## config.mk

```make
export PLATFORM = sky130hd
export DESIGN_NAME = usb_tx_encoder
export DESIGN_NICKNAME = d
export VERILOG_FILES = /design/src/rtl/usb_tx_encoder.sv
export SDC_FILE = /design/constraint.sdc
export NUM_CORES = 1
export LEC_CHECK = 0
export CORE_MARGIN = 1.5
export CORE_UTILIZATION = 40
export CTS_CLUSTER_SIZE = 20
export DETAILED_ROUTE_END_ITERATION = 6
export SETUP_SLACK_MARGIN = 0.15
export SYNTH_ARGS = -nofsm -noshare
export SYNTH_HDL_FRONTEND = slang
export SYNTH_SLANG_ARGS = --single-unit
export TNS_END_PERCENT = 50
```

## constraint.sdc

```tcl
create_clock -name clk -period 1.7 [get_ports clk]
set_clock_uncertainty 0.1 [all_clocks]
set_input_delay 0.34 -clock clk [delete_from_list [all_inputs] [get_ports clk]]
set_output_delay 0.34 -clock clk [all_outputs]
set_load 0.01 [all_outputs]
```

## src/rtl/usb_tx_encoder.sv

```systemverilog
// usb_tx_encoder: paces the TX shifter, bit-stuffs and NRZI-encodes its serial
// stream onto D+/D-, then appends SE0,SE0,J and returns the line to idle.
module usb_tx_encoder #(
  parameter int CLKS_PER_BIT = 8,
  parameter int STUFF_LEN = 6
) (
  input  logic clk,
  input  logic n_rst,
  input  logic start,
  input  logic serial_in,
  input  logic tx_more,
  output logic load_strobe,
  output logic shift_strobe,
  output logic halt,
  output logic d_plus,
  output logic d_minus,
  output logic busy,
  output logic eop_done
);
  localparam int TW = $clog2(CLKS_PER_BIT);
  localparam int OW = $clog2(STUFF_LEN + 1);
  typedef enum logic [2:0] {IDLE, LOAD, DATA, STUFF, EOP_SE0, EOP_J} state_t;
  state_t state_q, state_d;
  logic [TW-1:0] timer_q, timer_d;
  logic [2:0] bit_q, bit_d;
  logic [OW-1:0] ones_q, ones_d;
  logic end_q, end_d, se0_q, se0_d, dp_q, dp_d, dm_q, dm_d;
  logic t0, tl, last;
  assign t0 = timer_q == '0;
  assign tl = timer_q == TW'(CLKS_PER_BIT - 1);
  assign last = tl && bit_q == 3'd7 && !tx_more;
  assign d_plus = dp_q;
  assign d_minus = dm_q;
  assign busy = state_q != IDLE;
  assign halt = state_q == STUFF;
  always_ff @(posedge clk or negedge n_rst) begin
    if (!n_rst) begin
      state_q <= IDLE;
      timer_q <= '0;
      bit_q <= '0;
      ones_q <= '0;
      end_q <= 1'b0;
      se0_q <= 1'b0;
      dp_q <= 1'b1;
      dm_q <= 1'b0;
    end else begin
      state_q <= state_d;
      timer_q <= timer_d;
      bit_q <= bit_d;
      ones_q <= ones_d;
      end_q <= end_d;
      se0_q <= se0_d;
      dp_q <= dp_d;
      dm_q <= dm_d;
    end
  end
  always_comb begin
    state_d = state_q;
    timer_d = (state_q == IDLE || state_q == LOAD || tl) ? '0 : timer_q + 1'b1;
    bit_d = bit_q;
    ones_d = ones_q;
    end_d = end_q;
    se0_d = se0_q;
    dp_d = dp_q;
    dm_d = dm_q;
    load_strobe = 1'b0;
    shift_strobe = 1'b0;
    eop_done = 1'b0;
    case (state_q)
      IDLE: if (start) begin
        state_d = LOAD;
        ones_d = '0;
        bit_d = '0;
      end
      LOAD: begin
        load_strobe = 1'b1;
        state_d = DATA;
      end
      DATA: begin
        if (t0) begin
          {dp_d, dm_d} = serial_in ? {dp_q, dm_q} : {dm_q, dp_q};
          ones_d = serial_in ? ones_q + 1'b1 : '0;
        end
        if (tl) begin
          bit_d = bit_q + 1'b1;
          shift_strobe = bit_q != 3'd7;
          load_strobe = bit_q == 3'd7 && tx_more;
          end_d = end_q | last;
          // stuffing takes priority; a pending end is kept for after the stuff bit
          state_d = ones_q == OW'(STUFF_LEN) ? STUFF : (end_q | last) ? EOP_SE0 : DATA;
        end
      end
      STUFF: begin
        if (t0) begin
          {dp_d, dm_d} = {dm_q, dp_q};
          ones_d = '0;
        end
        if (tl) state_d = end_q ? EOP_SE0 : DATA;
      end
      EOP_SE0: begin
        if (t0) {dp_d, dm_d} = 2'b00;
        if (tl) begin
          se0_d = !se0_q;
          state_d = se0_q ? EOP_J : EOP_SE0;
        end
      end
      EOP_J: begin
        if (t0) {dp_d, dm_d} = 2'b10;
        if (tl) begin
          state_d = IDLE;
          eop_done = 1'b1;
          end_d = 1'b0;
        end
      end
      default: state_d = IDLE;
    endcase
  end
endmodule

```

# [Yosys cells after proc, flatten, opt, wreduce, memory -nomap -nowiden]
# Index checks and enable logic that the tools add are counted.
[totals] ff_bits=16 output_inout_bits=7 elab_cells=91
[classes] add_sub_neg=3 n_eq_ne=20 muxes=36 bitwise_logic=1 n_reduce_logical=23
[ops] op="$mux W3" n=14
[ops] op="$pmux W3 S6" n=1
[ops] op="$ne A2 B2 Y1 const B" n=8
[ops] op="$eq A3 B3 Y1 const B" n=5
[ops] op="$mux W1" n=14
[ops] op="$reduce_and A5 Y1" n=2
[ops] op="$add A3 B1 Y3 const B" n=3
[ops] op="$pmux W3 S3" n=1
[ops] op="$reduce_bool A3 Y1" n=3
[ops] op="$eq A3 B2 Y1 const B" n=2
[ops] op="$logic_not A3 Y1" n=2
[ops] op="$ne A2 B1 Y1 const B" n=3
[ops] op="$pmux W3 S2" n=1
[ops] op="$reduce_and A3 Y1" n=2
[ops] op="$reduce_and A6 Y1" n=1
[ops] op="$pmux W1 S2" n=2
[ops] op="$pmux W1 S4" n=1
[ops] op="$reduce_and A4 Y1" n=1
[ops] op="$reduce_bool A2 Y1" n=2
[ops] op="$reduce_bool A4 Y1" n=1
[ops] op="$eq A3 B1 Y1 const B" n=1
[ops] op="$logic_and A1 B1 Y1" n=3
[ops] op="$ne A3 B3 Y1 const B" n=1
[ops] op="$pmux W1 S3" n=1
[ops] op="other kinds (6)" n=8

# [Logic depth before layout (Yosys ltp)]
# Gate-level depths: netlist of the first run.
[logic_depth] ltp_word=8 mapped_depth=7 mapped_depth_nobuf=6

# [Worst setup path after synthesis of the first run]
# Ideal clock, no wire load.
[synth_timing] kind="register to output" from="reg timer_q[0]" to="out load_strobe" arrival_time_ns=1.296 required_ns=1.260 slack_ns=-0.036 path_stages_with_launch=6 n_path_buf=0 path_cell_list="dfrtp_1 > ha_1 > ha_1 > nand2_1 > or3_1 > a21oi_1"
[synth_via] elab_chain_cells=3
[synth_rtl] item="start, declared" line="24" text="logic [TW-1:0] timer_q, timer_d;"
[synth_rtl] item="start signal, assigned" line="48" text="timer_q <= timer_d;"
[synth_rtl] item="$eq A3 B3 Y1" line="30" text="assign tl = timer_q == TW'(CLKS_PER_BIT - 1);"
[synth_rtl] item="$mux W1" line="84" text="if (tl) begin"
[synth_rtl] item="$pmux W1 S2" line="69" text="case (state_q)"
[synth_rtl] item="end, declared" line="12" text="output logic load_strobe,"
# No other way between the ends.

# [Final worst setup path of the first run]
[layout_timing] from="reg timer_q[1]" to="out load_strobe"
# The elaborated chain is that of the path after synthesis.

==> results_dict.tcl, run 1 <==
set metrics [dict create \
    finalNonFillerCells 203 \
    slew_headroom 0.7621 \
    dpl.hpwl_mm 1.877 \
    crit_chain "ha_2 > ha_4 > nand2_1 > or3_4 > a21oi_2 > buf_2" \
    syn_inst 121 \
    crit_family "simple AND/OR/NAND/NOR gates" \
    violations "negative setup slack" \
    grtUsageMet3 0.04520 \
    multi_input_area_um2 734.5 \
    tightest_slew_ns 0.3531 \
    place.gp.congestion 0.8838 \
    synth_top_area_cell "dfrtp_1" \
    synth_cell_types 36 \
    cp.required_ns 1.26 \
    die_x_um 53.28 \
    power_mw 2.633 \
    area_growth_syn_to_layout_pct 68.32 \
    syn_nets 133 \
    min_path_type "input port to asynchronous set/reset pin" \
    firstDrtPassIters 4 \
    rsz0062_at_grt "yes" \
    antennaDiodeCount 0 \
    fin_ws_ns -0.4337 \
    core_um2 2432 \
    status "complete, but fails checks" \
    period_share 1.255 \
    start_kind "flip-flop" \
    maxCapViolCount 0 \
    layout.nets 186 \
    worstSetupEndpointType "output pin" \
    synth_ff_type "dfrtp_1" \
    cts-root-buf "clkbuf_4" \
    utilization 0.6996 \
    globalRoute.busiestLayer "met2" \
    dpl-instance-area_um2 1349 \
    fin_crit_ns 2.134 \
    synth_area_leaders "dfrtp_1 (37%), ha_1 (8.7%), a21oi_1 (6.9%), nand2_1 (5.9%), buf_2 (3.0%)" \
    dieArea_um2 2838 \
    crit_buf_inv 1 \
    clkSlewWorstSetupHoldPaths_ns 0.11 \
    crit_arrival_ns 1.69 \
    vias_per_cell 5.690 \
    use_met1 0.2882 \
    ctsHoldBuffers 0 \
    netlist_area_um2 1011 \
    clk_latency_ns 0.29 \
    first_global_vias 1009 \
    synth_enable_flop_cells 0 \
    gr-total-overflow 0 \
    clk_path_buf_depth 2 \
    crit_slowest_cell "dfrtp_1" \
    ys_seq_area_frac 0.3973 \
    drt-initial-drc-count 34 \
    nFillCells 171 \
    cts_buffers 3 \
    seqCellArea_um2 402.9 \
    ant_nets 0 \
    ys_warn_count 0 \
    initial_core_util 0.4156 \
    grt.total_usage 0.2309 \
    async_reset_ff_frac 1.000 \
    clkSinkCount 16 \
    slew_violations 0 \
    wire_per_inst_um 16.79 \
    cts_tree "done" \
    powerDensity_nw_per_um2 1547 \
    syn_avg_cell_area_um2 8.355 \
    crit_type "flip-flop to output pin" \
    power_leakage_nw 0.7797 \
    final_cell_area_um2 1702 \
    final.setup.tns_ns -1.512 \
    io_pins 12 \
    setup_violations 9 \
    use_met2 0.3930 \
    ys_ff_latch 16 \
    place_inst 182 \
    drcViolationCount 0 \
    slowest_delay_ns 0.37 \
    grt_start_max_net_pins 17 \
    max_freq_mhz 468.7 \
    routed_wl_mm 3.408 \
    die_y_um 53.28 \
    vias 1155 \
    ir_worst_vdd_v 0.001013 \
    antenna_found_initial 0 \
    grt_first_pass_wirelength_mm 4.595 \
    path_max_fanout 2 \
    synth_top_cell_area_share 0.3713 \
    numPortBuffers 11 \
    fp-row-count 18 \
    htreeDepth 1 \
    final_layout_size_suffix_gt1_frac 0.5145 \
    hold_viol_final 0 \
]
logic make-up (layout without fill, tap and decap cells):
group,count (synthesis),after routing,share of synthesized area
and+or+nand+nor,47,47,0.2302
AOI/OAI and AO/OA,36,36,0.2117
DFF,16,16,0.3973
buffers and inverters,13,65,0.05569
adders and majority gates,7,7,0.08663
xor gates and xnor gates,1,1,0.008665
muxes,1,1,0.009901
cells in the mapped netlist (3+ instances only):
master,n
dfrtp_1,15
nor3_1,4
nor2_1,7
nand2_1,16
a21oi_1,14
buf_2,6
o21ai_1,6
ha_1,7
and2_1,3
nand3_1,4
o21ai_0,5
inv_1,6
state kept, by name, summed over array words and instances, names as in the netlist:
register	count
end_q	1
bit_q	3
d_minus	1
d_plus	1
ones_q	3
se0_q	1
state_q	3
timer_q	3
through the flow:
stage	hold slack [ns]	setup slack (ns)
floorplan	-0.05559	0.02777
global placement	0.3592	-0.6038
detailed placement	0.3674	-0.6589
CTS	0.2633	-0.4155
global route	0.2907	-0.5166
finish	0.2598	-0.4337
where the power goes:
group          leakage [nW]  internal (mW)  switching, mW  total [mW]
logic                 0.566          0.901          0.788        1.69
registers             0.193          0.545          0.132       0.677
clock network        0.0210          0.130          0.137       0.267
cell usage in the layout, fill, tap and decap left out, drive strengths merged, types with 2 or more instances in the layout:
cell type and n:
a21oi 14, and2 3, and3 2, buf 49, clkbuf 5, clkdlybuf4s50 4, dfrtp 15, ha 7
inv 5, nand2 16, nand2b 2, nand3 4, nor2 8, nor2b 2, nor3 4, nor4 2
o21ai 11
worst reg2reg max path, cell delays in order (launching register included):
cell and delay (ns):
dfrtp_1 0.40, ha_2 0.20, ha_4 0.17, buf_4 0.13
buf_8 0.12, buf_6 0.12, and4b_1 0.18, a21oi_2 0.10
o21a_1 0.18, a21oi_2 0.05
layer usage:
metal	wire length, um	vias to the layer above
li1	-	531
met1	1379	580
met2	1854	40
met3	138	4
met4	34	0
met5	0	-
area by class of cell:
type | count | share of cell area
Inverter | 6 | 0.01544
Tap cell | 30 | 0.02206
Timing Repair Buffer | 55 | 0.2728
Clock buffer | 4 | 0.02132
Multi-Input combinational cell | 92 | 0.4316
Sequential cell | 16 | 0.2368
worst paths after layout:
check / startpoint / end / slack [ns] / cells past startpoint
max: timer_q[1]$_DFF_PN0_ / load_strobe / -0.43 / 6
min: n_rst / bit_q[2]$_DFFE_PN0P_ / 0.26 / 2
max reg2reg: timer_q[0]$_DFF_PN0_ / state_q[0]$_DFFE_PN0P_ / -0.15 / 9
min reg2reg: se0_q$_DFFE_PN0P_ / se0_q$_DFFE_PN0P_ / 0.40 / 1
max in group asynchronous: n_rst / d_plus$_DFFE_PN1P_ / 0.98 / 2
min in group clk: se0_q$_DFFE_PN0P_ / se0_q$_DFFE_PN0P_ / 0.40 / 1
what timing repair did:
action / in CTS / in global routing
buffers inserted: 8 / 9
setup endpoints to repair: 16 / 17
hold endpoints to repair: 0 / 0
gates cloned: 0 / 0
pin swaps: 11 / 14
gates resized for setup: 39 / 40
Note: power is estimated with default switching activity, not from simulation.
==> run 2, diff against run 1 <==
- CTS_CLUSTER_SIZE: 20 -> 8
==> results of run 2 <==
The final DEF is identical to that of run 1; final timing and power are the same.
==> run 3, diff against run 2 <==
- CORE_MARGIN: 1.5 -> default
==> run 3 against run 2 <==
Fmax grew 1.2%. Sequential share of layout area grew 1.6 points. Final cell count shrank 6.9%. Critical path type unchanged. First-iteration DRC count is 15% lower. Worst hold slack got worse by 0.0016 ns. Clock power fell by 3%. The flow still finishes with violations (negative setup slack). Critical path depth is the same. Non-clock buffer count down 12. Largest power group unchanged. Via count shrank 7.8%. Core utilization decreased by 0.51 points. Cell area is 6.2% lower.
==> results_dict.tcl, run 3 (same netlist as run 1, synthesis figures left out) <==
set metrics [dict create \
    dieArea_um2 2733 \
    dr_wl_met2_mm 1.435 \
    layout_common_cells "buf_4 (22), nand2_1 (14), dfrtp_1 (14), a21oi_1 (11), o21ai_1 (9)" \
    worstRegToRegCells 8 \
    wl_met1_mm 1.338 \
    ir_worst_vdd_v 0.001072 \
    htreeDepth 1 \
    die_y_um 52.28 \
    clkSlewWorstSetupHoldPaths_ns 0.10 \
    swShare 0.4012 \
    antennaDiodeCount 0 \
    dpl.hpwl_mm 1.841 \
    routed_wl_mm 2.878 \
    period_share 1.240 \
    io_pins 12 \
    grt.total_usage 0.2375 \
    final_cell_area_um2 1595 \
    final_common_cell "buf_4" \
    drcViolationCount 0 \
    final_layout_size_suffix_gt1_frac 0.4783 \
    antenna_found_initial 0 \
    crit_arrival_ns 1.67 \
    ant_nets 0 \
    crit_type "flip-flop to output pin" \
    fin_crit_ns 2.107 \
    min_path_type "input port to asynchronous set/reset pin" \
    slew_violations 0 \
    rsz0062_at_grt "yes" \
    setup_violations 3 \
    vias 1065 \
    wire_per_inst_um 15.23 \
    core_um2 2297 \
    hold_viol_final 0 \
    worstSetupEndpointType "output pin" \
    clk_path_buf_depth 2 \
    utilization 0.6944 \
    status "complete, but fails checks" \
    dpl-instance-area_um2 1301 \
    top_layer_used "met4" \
    area_growth_syn_to_layout_pct 57.80 \
    fp-row-count 17 \
    met3_wirelength_um 88 \
    path_max_fanout 2 \
    die_x_um 52.28 \
    reg2reg_slack_ns 0.03 \
    numPortBuffers 11 \
    worst_r2r_endpoint "state_q[0]$_DFFE_PN0P_" \
    p_switching_mw 0.9837 \
    pwr-share-seq 0.274 \
    cts_buffers 3 \
    cp-startpoint "timer_q[1]$_DFF_PN0_" \
    final.setup.tns_ns -0.9272 \
    cts_tree "done" \
    first_global_vias 1066 \
    endpoint "load_strobe" \
    clkSinkCount 16 \
    tightest_slew_ns 0.3855 \
    internal_power_mw 1.468 \
    clkPwrFrac 0.106 \
    violations "negative setup slack" \
    ctsHoldBuffers 0 \
    power_leakage_nw 0.6958 \
    firstDrtPassIters 4 \
    fin_ws_ns -0.4074 \
    gr-total-overflow 0 \
    cts-root-buf "clkbuf_4" \
    max_freq_mhz 474.5 \
    drt-initial-drc-count 29 \
    p_comb_frac 0.620 \
    start_kind "flip-flop" \
    cp.required_ns 1.26 \
    grt_start_max_net_pins 19 \
    clk_latency_ns 0.29 \
    initial_core_util 0.4401 \
    slew_headroom 0.7403 \
    maxCapViolCount 0 \
    place.gp.congestion 0.8174 \
    rr_startpoint "timer_q[1]$_DFF_PN0_" \
    powerDensity_nw_per_um2 1537 \
    vias_per_cell 5.635 \
    grt_first_pass_wirelength_mm 4.712 \
    layout.nets 174 \
]
run 3: worst min-delay path by stage:
stage | start | slack, ns | cells after the start | end
detailed placement | se0_q$_DFFE_PN0P_ | 0.38 | 1 | se0_q$_DFFE_PN0P_
global placement | se0_q$_DFFE_PN0P_ | 0.36 | 1 | se0_q$_DFFE_PN0P_
finish | n_rst | 0.26 | 2 | state_q[0]$_DFFE_PN0P_
CTS | n_rst | 0.26 | 2 | se0_q$_DFFE_PN0P_
floorplan | n_rst | -0.06 | 0 | bit_q[0]$_DFFE_PN0P_
global route | n_rst | 0.27 | 2 | se0_q$_DFFE_PN0P_
run 3: layout make-up:
| type | instances | area [um^2] |
|---|---|---|
| clock buffer | 4 | 36.28 |
| fill | 175 | 701.9 |
| inverter | 6 | 28.78 |
| multi-input combinational | 92 | 713.2 |
| sequential | 16 | 402.9 |
| tap | 28 | 35.03 |
| timing repair buffer | 43 | 379.1 |
run 3: timing repair:
item                                    in CTS  in global routing
pin swaps                                    9                 17
gates resized for setup                     50                 27
gates cloned                                 0                  0
endpoints found under the setup margin      14                 19
buffers inserted                             5                  6
run 3: layer usage:
layer / vias to the layer above / GRT usage
met1: 531 / 0.2958
met3: 2 / 0.06377
met5: - / 0
li1: 511 / -
met2: 21 / 0.4038
met4: 0 / 0.06140
run 3: worst max-delay path, stage by stage, from the launching register on:
cell and delay [ns]:
dfrtp_1 0.38, ha_2 0.19, ha_4 0.14, nand2_1 0.08, or3_4 0.33, a21oi_2 0.12, buf_2 0.14
run 3: stage by stage:
| stage | std cells | setup WS (ns) | power, mW | hold WS [ns] |
|---|---|---|---|---|
| after floorplan | 121 | 0.02777 | 1.312 | -0.05559 |
| after CTS | 183 | -0.3950 | 2.210 | 0.2603 |
| after global routing | 189 | -0.4921 | 2.650 | 0.2699 |
| after detailed placement | 174 | -0.6330 | 1.775 | 0.3762 |
| after global placement | 174 | -0.6008 | 1.734 | 0.3572 |
| final | 189 | -0.4074 | 2.452 | 0.2581 |
run 3: power by group through the flow:
stage	logic [mW]	registers (mW)	clock network [mW]
6_report	1.52	0.672	0.260
5_1_grt	1.68	0.688	0.279
4_1_cts	1.29	0.664	0.261
3_5_place_dp	1.10	0.672	0
3_3_place_gp	1.07	0.663	0
2_1_floorplan	0.648	0.663	0
